### src/rtl/ext_bus_arbiter.sv
// ext_bus_arbiter: two-master round-robin arbiter in front of a single
// peripheral bus. One transfer is in flight at a time. It completes on
// acknowledge or is abandoned after TIMEOUT bus cycles. Every output is
// registered.
module ext_bus_arbiter #(
    parameter int ADDR_W  = 4,
    parameter int TIMEOUT = 64
) (
    input  logic              clk,
    input  logic              rst,

    input  logic              m0_req_i,
    input  logic [ADDR_W-1:0] m0_addr_i,
    input  logic              m0_rw_i,
    input  logic [3:0]        m0_byte_enable_i,
    input  logic [31:0]       m0_write_data_i,
    output logic              m0_done_o,
    output logic              m0_err_o,
    output logic [31:0]       m0_read_data_o,

    input  logic              m1_req_i,
    input  logic [ADDR_W-1:0] m1_addr_i,
    input  logic              m1_rw_i,
    input  logic [3:0]        m1_byte_enable_i,
    input  logic [31:0]       m1_write_data_i,
    output logic              m1_done_o,
    output logic              m1_err_o,
    output logic [31:0]       m1_read_data_o,

    output logic [ADDR_W-1:0] bus_address_o,
    output logic              bus_enable_o,
    output logic [3:0]        bus_byte_enable_o,
    output logic              bus_rw_o,
    output logic [31:0]       bus_write_data_o,
    input  logic [31:0]       bus_read_data_i,
    input  logic              bus_acknowledge_i
);

    typedef enum logic [1:0] {
        S_IDLE = 2'd0,
        S_BUS  = 2'd1,
        S_DONE = 2'd2
    } state_e;

    // Counter value in the last permitted bus cycle.
    localparam logic [7:0] TO_LAST = 8'(TIMEOUT - 1);

    state_e            state_q, state_d;
    logic              last_q, last_d;   // 1: m1 was granted last, so m0 wins a tie
    logic              gnt_q, gnt_d;     // owner of the current transfer (0 = m0)
    logic [7:0]        cnt_q, cnt_d;

    logic [ADDR_W-1:0] bus_addr_q, bus_addr_d;
    logic              bus_en_q, bus_en_d;
    logic [3:0]        bus_be_q, bus_be_d;
    logic              bus_rw_q, bus_rw_d;
    logic [31:0]       bus_wd_q, bus_wd_d;

    logic              m0_done_q, m0_done_d, m1_done_q, m1_done_d;
    logic              m0_err_q, m0_err_d, m1_err_q, m1_err_d;
    logic [31:0]       m0_rd_q, m0_rd_d, m1_rd_q, m1_rd_d;

    logic              any_req;
    logic              sel_m1;
    logic              acked;
    logic              timed_out;
    logic              finish;
    logic [31:0]       fin_rd;
    logic              fin_err;

    assign any_req   = m0_req_i | m1_req_i;
    // A tie goes to the master that was not served last.
    assign sel_m1    = (m0_req_i & m1_req_i) ? ~last_q : m1_req_i;
    assign acked     = bus_acknowledge_i;
    // Acknowledge wins over a timeout in the same cycle.
    assign timed_out = ~bus_acknowledge_i & (cnt_q == TO_LAST);
    assign finish    = (state_q == S_BUS) & (acked | timed_out);
    assign fin_rd    = (acked & bus_rw_q) ? bus_read_data_i : 32'h0;
    assign fin_err   = ~acked;

    // State register
    always_ff @(posedge clk) begin
        if (rst) begin
            state_q <= S_IDLE;
        end else begin
            state_q <= state_d;
        end
    end

    // Next-state logic
    always_comb begin
        state_d = state_q;
        case (state_q)
            S_IDLE:  if (any_req) state_d = S_BUS;
            S_BUS:   if (acked || timed_out) state_d = S_DONE;
            S_DONE:  state_d = S_IDLE;
            default: state_d = S_IDLE;
        endcase
    end

    // Next values for the output and bookkeeping registers
    always_comb begin
        last_d     = last_q;
        gnt_d      = gnt_q;
        cnt_d      = cnt_q;
        bus_addr_d = bus_addr_q;
        bus_en_d   = bus_en_q;
        bus_be_d   = bus_be_q;
        bus_rw_d   = bus_rw_q;
        bus_wd_d   = bus_wd_q;
        m0_done_d  = 1'b0;
        m1_done_d  = 1'b0;
        m0_err_d   = m0_err_q;
        m1_err_d   = m1_err_q;
        m0_rd_d    = m0_rd_q;
        m1_rd_d    = m1_rd_q;

        case (state_q)
            S_IDLE: begin
                if (any_req) begin
                    gnt_d      = sel_m1;
                    last_d     = sel_m1;
                    cnt_d      = 8'd0;
                    bus_en_d   = 1'b1;
                    bus_addr_d = sel_m1 ? m1_addr_i        : m0_addr_i;
                    bus_rw_d   = sel_m1 ? m1_rw_i          : m0_rw_i;
                    bus_be_d   = sel_m1 ? m1_byte_enable_i : m0_byte_enable_i;
                    bus_wd_d   = sel_m1 ? m1_write_data_i  : m0_write_data_i;
                end
            end
            S_BUS: begin
                cnt_d = cnt_q + 8'd1;
                if (finish) begin
                    bus_en_d = 1'b0;
                    if (gnt_q) begin
                        m1_done_d = 1'b1;
                        m1_err_d  = fin_err;
                        m1_rd_d   = fin_rd;
                    end else begin
                        m0_done_d = 1'b1;
                        m0_err_d  = fin_err;
                        m0_rd_d   = fin_rd;
                    end
                end
            end
            default: ;
        endcase
    end

    // Datapath and output registers; reset drops any transfer silently
    always_ff @(posedge clk) begin
        if (rst) begin
            last_q     <= 1'b1;
            gnt_q      <= 1'b0;
            cnt_q      <= 8'd0;
            bus_addr_q <= '0;
            bus_en_q   <= 1'b0;
            bus_be_q   <= 4'h0;
            bus_rw_q   <= 1'b0;
            bus_wd_q   <= 32'h0;
            m0_done_q  <= 1'b0;
            m1_done_q  <= 1'b0;
            m0_err_q   <= 1'b0;
            m1_err_q   <= 1'b0;
            m0_rd_q    <= 32'h0;
            m1_rd_q    <= 32'h0;
        end else begin
            last_q     <= last_d;
            gnt_q      <= gnt_d;
            cnt_q      <= cnt_d;
            bus_addr_q <= bus_addr_d;
            bus_en_q   <= bus_en_d;
            bus_be_q   <= bus_be_d;
            bus_rw_q   <= bus_rw_d;
            bus_wd_q   <= bus_wd_d;
            m0_done_q  <= m0_done_d;
            m1_done_q  <= m1_done_d;
            m0_err_q   <= m0_err_d;
            m1_err_q   <= m1_err_d;
            m0_rd_q    <= m0_rd_d;
            m1_rd_q    <= m1_rd_d;
        end
    end

    assign bus_address_o     = bus_addr_q;
    assign bus_enable_o      = bus_en_q;
    assign bus_byte_enable_o = bus_be_q;
    assign bus_rw_o          = bus_rw_q;
    assign bus_write_data_o  = bus_wd_q;
    assign m0_done_o         = m0_done_q;
    assign m0_err_o          = m0_err_q;
    assign m0_read_data_o    = m0_rd_q;
    assign m1_done_o         = m1_done_q;
    assign m1_err_o          = m1_err_q;
    assign m1_read_data_o    = m1_rd_q;

endmodule

### config.mk
export PLATFORM = sky130hd
export DESIGN_NAME = ext_bus_arbiter
export DESIGN_NICKNAME = d
export VERILOG_FILES = /design/src/rtl/ext_bus_arbiter.sv
export SDC_FILE = /design/constraint.sdc
export NUM_CORES = 1
export LEC_CHECK = 0
export CAP_MARGIN = 10
export CORE_MARGIN = 1.5
export CORE_UTILIZATION = 47
export DETAILED_ROUTE_END_ITERATION = 8
export PLACE_DENSITY_LB_ADDON = 0.12
export SYNTH_ARGS = -nofsm -noshare
export SYNTH_HDL_FRONTEND = slang
export SYNTH_SLANG_ARGS = --single-unit
export TNS_END_PERCENT = 20
### constraint.sdc
create_clock -name clk -period 5 [get_ports clk]
set_clock_uncertainty 0.2 [all_clocks]
set_input_delay 1 -clock clk [delete_from_list [all_inputs] [get_ports clk]]
set_output_delay 1 -clock clk [all_outputs]
set_load 0.01 [all_outputs]
Word level (Yosys, flattened, before mapping)

Cells that the tools add are included.
Widths: inputs -> output; s select.

Register bits: 122
Bits of input ports: 119
Output and inout port bits: 110
Logic and storage cells: 58

$add $sub $neg: 1
Eq/ne operators: 5
Muxes and demuxes: 16
Bitwise operators: 11
Reductions and logical operators: 10

Operators with widths:

| kind                | count |
|---|---|
| $mux 32             | 2 |
| $pmux 8 s2          | 1 |
| $reduce_and 3->1    | 3 |
| $add 8x1->8 const B | 1 |
| $eq 8x6->1 const B  | 1 |
| $mux 4              | 2 |
| $mux 8              | 1 |
| $mux 1              | 6 |
| $reduce_and 2->1    | 3 |
| $not 1->1           | 5 |
| $and 1x1->1         | 4 |
| $mux 2              | 2 |
| $ne 2x2->1 const B  | 2 |
| $pmux 2 s2          | 1 |
| $reduce_or 3->1     | 1 |
| $eq 2x1->1 const B  | 1 |
| $logic_not 2->1     | 1 |
| $ne 2x1->1 const B  | 1 |
| $or 1x1->1          | 2 |
| $pmux 1 s2          | 1 |
| $reduce_bool 2->1   | 1 |
| $logic_or 1x1->1    | 1 |

Depth between registers and ports, before layout

Gate-level depths: netlist of the first run.

Word-level depth: 6
Gate-level depth with buffers: 6
Gate-level depth less buffers: 4

Worst setup path after synthesis of the first run

Ideal clock, no wire load.

Path kind: input to register
Start point: input port rst
End point: register bus_addr_q[3] (netlist: bus_address_o[3])
Setup time: 0.134 ns
Arrival time: 1.815 ns
Slack: 2.850 ns
Stages on the path: 4
Path through: clkbuf_1 -> buf_2 -> clkbuf_1 -> a211oi_1

RTL lines:

| what                 | RTL line | text |
|---|---|---|
| start, declared      | 10       | `input logic rst,` |
| end signal, assigned | 171      | `bus_addr_q <= bus_addr_d;` |
| end, declared        | 53       | `logic [ADDR_W-1:0] bus_addr_q, bus_addr_d;` |

No word-level cell between the ends.

Final worst setup path of the first run

Start point: input port bus_acknowledge_i
End point: register m1_rd_q[24] (netlist: m1_read_data_o[24])

Longest elaborated chain between the ends: 5

RTL lines:

| what                              | RTL line | text |
|---|---|---|
| start, declared                   | 36       | `input logic bus_acknowledge_i` |
| $not 1->1                         | 76       | `assign timed_out = ~bus_acknowledge_i & (cnt_q == TO_LAST);` |
| $and 1x1->1                       | 76       |  |
| $or 1x1->1                        | 77       | `assign finish = (state_q == S_BUS) & (acked \| timed_out);` |
| $and 1x1->1                       | 77       |  |
| $reduce_and 3->1 (no source line) | n/a      |  |
| end signal, assigned              | 181      | `m1_rd_q <= m1_rd_d;` |
| end, declared                     | 61       | `logic [31:0] m0_rd_q, m0_rd_d, m1_rd_q, m1_rd_d;` |

Several ways; a longest one is shown, not always the timed one.
A chain may end at the register's enable or synchronous reset.

==> results of run 1 <==
-- worst max-delay path, stage by stage --
cell             delay (ns)
clkdlybuf4s50_1        0.59
and2_4                 0.87
a31oi_1                0.24
a311oi_2               0.31
-- stage by stage --
stage               hold slack, ns  cell area (um^2)  utilization
floorplan                    0.237              5600            -
global placement             0.268              7740        0.672
detailed placement           0.282              7740        0.672
CTS                          0.296              8300        0.721
global route                 0.336              8300        0.721
finish                       0.302              8300        0.721
-- worst paths after layout --
check,startpoint,end,slack (ns),cells past startpoint
hold / removal,cnt_q[6]$_SDFFE_PP0P_,cnt_q[6]$_SDFFE_PP0P_,0.30,1
setup / recovery,bus_acknowledge_i,m1_read_data_o[24]$_SDFFE_PP0P_,2.05,4
hold reg to reg,cnt_q[6]$_SDFFE_PP0P_,cnt_q[6]$_SDFFE_PP0P_,0.30,1
setup reg to reg,cnt_q[0]$_SDFFE_PP0P_,m0_read_data_o[4]$_SDFFE_PP0P_,2.22,5
-- power by group through the flow --
stage | logic (uW) | clock network [uW] | registers, uW
final | 519 | 1170 | 1060
after detailed placement | 517 | 0 | 1080
after global placement | 507 | 0 | 1080
after floorplan | 259 | 0 | 1100
after CTS | 520 | 1180 | 1060
after global routing | 554 | 1240 | 1070
-- cells in the final DEF (no fill, tap or decap), types with 2 or more instances in the layout --
cell | synthesis | final
a211oi_1 | 42 | 42
a21oi_1 | 46 | 46
a311oi_1 | 27 | 27
a311oi_2 | 40 | 40
a31oi_1 | 65 | 65
a41oi_1 | 2 | 2
buf_4 | 12 | 8
bufinv_16 | 0 | 2
clkbuf_1 | 19 | 3
clkbuf_16 | 0 | 17
clkbuf_8 | 0 | 2
clkdlybuf4s50_1 | 0 | 227
clkinv_2 | 0 | 6
dfxtp_1 | 122 | 122
inv_1 | 3 | 3
mux2i_1 | 41 | 41
nand2_1 | 21 | 21
nand2_2 | 20 | 20
nand2b_1 | 2 | 2
nand3_1 | 3 | 3
nor2_1 | 4 | 3
nor2_2 | 1 | 2
nor4_1 | 2 | 2
o211ai_1 | 4 | 4
o21ai_0 | 3 | 3
-- registers in the layout, indices dropped and copies added (netlist names), 2 cells and up --
name / cells
m0_read_data_o: 32
state_q: 2
bus_address_o: 4
bus_byte_enable_o: 4
bus_write_data_o: 32
cnt_q: 8
m1_read_data_o: 32
-- layout make-up --
| cell class | count | area share |
|---|---|---|
| inverters | 3 | 0.00136 |
| well taps | 143 | 0.0216 |
| clock inverters | 9 | 0.0118 |
| flip-flops and latches | 122 | 0.294 |
| clock buffers | 22 | 0.0559 |
| multi-input cells | 348 | 0.334 |
| repair buffers | 235 | 0.281 |
-- per-layer routing --
metal,global-route usage,wire (um),vias up
li1,-,-,2511
met1,0.288,6600,2471
met2,0.423,7830,198
met3,0.103,1360,27
met4,0.0970,362,0
met5,0,0,-
-- logic make-up (layout without fill, tap and decap cells) --
family / Yosys count / count (layout) / share of synthesized area
flip-flops: 122 / 122 / 0.436
multiplexers: 42 / 42 / 0.0753
AND/OR/NAND/NOR: 64 / 64 / 0.0624
buffers and inverters: 70 / 269 / 0.0742
adder cells (fa/ha/maj): 1 / 1 / 0.00224
AO/OA/AOI/OAI: 241 / 241 / 0.349
==> impl_metrics.toml, run 1 <==
[routing]
totalWireLength_um = 16200
vias = 5207
drcViolationCount = 13
post_drt_wl_per_cell_um = 18.3
via_per_inst = 5.90
drt_iter0_drc = 370
drt-pass1-iter-count = 7
ant_nets = 0

[synth]
synth_nets = 660
syn_area_um2 = 5600
synth-edff-count = 0
synth_warnings = 0
synth_top_cell_by_area = "dfxtp_1"
ys.flop_type = "dfxtp_1"
seq_area_frac_synth = 0.436
ys_seq_elements = 122
post-synth-top-count-cell = "dfxtp_1"
synth_cell_types = 50
synthTopCellsByArea = "dfxtp_1 (44%), a311oi_2 (11%), mux2i_1 (7.3%)"
avgSynthCellArea_um2 = 10.4
synthArstFlopShare = 0
synth.top_cell.area_share = 0.436
synth_cells = 540
synth_commonest_cells = "dfxtp_1 (122), a31oi_1 (65), a21oi_1 (46)"

[critical_path]
critPathArrivalTime_ns = 3.06
crit_required_ns = 5.10
critPathKind = "in -> reg"
cp-start-kind = "input port"
end_kind = "flop"
critPathMaxFanout = 96

[global_routing]
grt_antenna_before_repair = 0
grt.overflow.total = 0
grt_usage = 0.252
grt_max_degree = 97
grt_pass1_vias = 5292
grt_first_pass_wirelength_um = 25800

[timing]
tightestPinTransition_ns = 1.06
hold_violations = 0
fin_crit_sh = 0.591
rsz0062_at_grt = "no"
fin_setup_tns_ns = 0
setup_slack_ns = 2.05
finalMaxSlewViolations = 0
fmax_ghz = 0.338
max_slew_margin = 0.293
setup_viol_count_final = 0
min_period_ns = 2.95

[cells_and_area]
nFillCells = 848
antenna_cells = 0
multiInputGateArea_um2 = 2770
drive_above_1_share = 0.145
nets = 847
layoutNonFillerInstCount = 882
area_delta_synth_final_pct = 48.3
seqCellArea_um2 = 2440

[die]
dieArea_um2 = 12600
core_um2 = 11500
die_w_um = 112
io_pins = 229
initial_core_util = 0.486
num_rows = 39
die_height_um = 112

[clocking]
h-tree-depth = 4
clock-root-buffer = "clkbuf_16"
post_cts.repair.setup_buffers = 0
clk_latency_ns = 0.41
clock-sinks = 122
ctsResizeCount = 0
cts_tree = "done"
clkTransAtPathRegs_ns = 0.05
holdBufCountCts = 0
cts_made_buffers = 17
clk_path_buf_depth = 2

[placement]
io_buffers = 228
dp_cells = 851
post-place-ws_ns = 1.63
gp_congestion = 0.823
dp_hpwl_um = 10700

[hold_path]
hp-class = "reg -> reg"

[pwr]
p_total_uw = 2750
peakVddDrop_v = 0.000232
leakagePower_uw = 0.00269
power.switching_uw = 718
p_sw_frac = 0.261
p_int_uw = 2030
clkPwrFrac = 0.425
power.density_nw_per_um2 = 331
p_comb_frac = 0.189
seqPwrFrac = 0.387

[outcome]
violations = "DRC"
status = "finished, violations left"

[job]
maxCapViolCount = 0
Power figures use the tool's default switching activity.
==> inputs of run 2 (changes only) <==
--- a/config.mk
+++ b/config.mk
@@ -7,7 +7,7 @@
 export LEC_CHECK = 0
 export CAP_MARGIN = 10
 export CORE_MARGIN = 1.5
-export CORE_UTILIZATION = 47
+export CORE_UTILIZATION = 39
 export DETAILED_ROUTE_END_ITERATION = 8
 export PLACE_DENSITY_LB_ADDON = 0.12
 export SYNTH_ARGS = -nofsm -noshare
==> constraint.sdc (replaced) <==
create_clock -name clk -period 2.45 [get_ports clk]
set_clock_uncertainty 0.2 [all_clocks]
set_input_delay 0.49 -clock clk [delete_from_list [all_inputs] [get_ports clk]]
set_output_delay 0.49 -clock clk [all_outputs]
set_load 0.01 [all_outputs]
==> impl_metrics.toml, run 2 (synthesis results as in run 1) <==
[routing]
post_drt_wl_per_cell_um = 17.6
via_per_inst = 5.73
ant_nets = 0
vias = 5318
drcViolationCount = 0
drt-pass1-iter-count = 4
drt_iter0_drc = 320
totalWireLength_um = 16400

[die]
die_w_um = 123
io_pins = 229
dieArea_um2 = 15100
num_rows = 43
die_height_um = 123
core_um2 = 13900
initial_core_util = 0.402

[critical_path]
critPathArrivalTime_ns = 2.35
cp-start-kind = "flop"
end_kind = "flop"
reg2reg_depth = 5
critPathKind = "reg -> reg"
critPathMaxFanout = 19
crit_required_ns = 2.53

[timing]
setup_viol_count_final = 0
tightestPinTransition_ns = 0.791
fin_setup_tns_ns = 0
fin_crit_sh = 0.929
hold_violations = 0
timing.hold.ws_ns = 0.302
finalMaxSlewViolations = 0
rsz0062_at_grt = "no"
fmax_ghz = 0.439
min_period_ns = 2.28
setup_slack_ns = 0.175
max_slew_margin = 0.473

[clocking]
clk_path_buf_depth = 2
holdBufCountCts = 0
clock-root-buffer = "clkbuf_16"
clkTransAtPathRegs_ns = 0.05
post_cts.repair.setup_buffers = 0
ctsResizeCount = 0
clock-sinks = 122
h-tree-depth = 4
cts_made_buffers = 17
clk_latency_ns = 0.41
cts_tree = "done"

[pwr]
power.density_nw_per_um2 = 655
peakVddDrop_v = 0.000471
leakagePower_uw = 0.00275

[outcome]
status = "finished clean"

[job]
maxCapViolCount = 0

[global_routing]
met3_usage = 0.0860
met2_usage = 0.337
grt_first_pass_wirelength_um = 25200
grt_pass1_vias = 5009
grt_antenna_before_repair = 0
met1_usage = 0.262
grt.overflow.total = 0
grt_max_degree = 64
grt_busiest_layer = "met2"
grt_usage = 0.215

[cells_and_area]
area_delta_synth_final_pct = 51.4
antenna_cells = 0
final_cell_mix = "clkdlybuf4s50_1 (227), dfxtp_1 (122), a31oi_1 (65), a21oi_1 (46), a211oi_1 (42)"
nets = 858
final_common_cell = "clkdlybuf4s50_1"
utilization = 0.608
final_area_um2 = 8470
drive_above_1_share = 0.151

[placement]
gp_congestion = 0.784
io_buffers = 228
dp_hpwl_um = 11300
place_area_um2 = 7940
post-place-ws_ns = 0.0356

[hold_path]
hold-path-cell-count = 1
hp-class = "reg -> reg"
-- run 2: report_power, final --
group | internal [uW] | leakage [uW] | total [uW] | switching, uW
clock | 1450 | 0.000260 | 2270 | 819
sequential | 2100 | 0.000995 | 2170 | 71.7
combinational | 549 | 0.00150 | 1110 | 557
-- run 2: worst paths after layout --
| check | from | end | slack (ns) |
|---|---|---|---|
| setup / recovery | cnt_q[0]$_SDFFE_PP0P_ | m1_read_data_o[19]$_SDFFE_PP0P_ | 0.17 |
| hold / removal | cnt_q[6]$_SDFFE_PP0P_ | cnt_q[6]$_SDFFE_PP0P_ | 0.30 |
| setup reg to reg | cnt_q[0]$_SDFFE_PP0P_ | m1_read_data_o[19]$_SDFFE_PP0P_ | 0.17 |
| hold reg to reg | cnt_q[6]$_SDFFE_PP0P_ | cnt_q[6]$_SDFFE_PP0P_ | 0.30 |
-- run 2: critical path, stage by stage (launching register included) --
cell	delay (ns)
dfxtp_1	0.39
ha_1	0.29
nand4bb_1	0.21
o21bai_4	0.59
buf_4	0.33
a311oi_1	0.12
-- run 2: per-stage QoR --
step                      total power (uW)  std cells
final                                 5550        928
after global routing                  5790        928
after CTS                             5610        928
after detailed placement              3320        899
after global placement                3290        899
after floorplan                       2780        540
-- run 2: cell type report --
cell class                 instances  area [um^2]
clock buffer                      26          489
clock inverter                     3         40.0
fill                            1172         5460
inverter                           3         11.3
multi-input combinational        348         2770
sequential                       122         2440
tap                              180          225
timing repair buffer             246         2490
-- run 2: layer usage --
| layer | part of all wire | routed length [um] |
|---|---|---|
| met1 | 0.42 | 6890 |
| met2 | 0.48 | 7780 |
| met3 | 0.086 | 1410 |
| met4 | 0.018 | 292 |
| met5 | 0 | 0 |
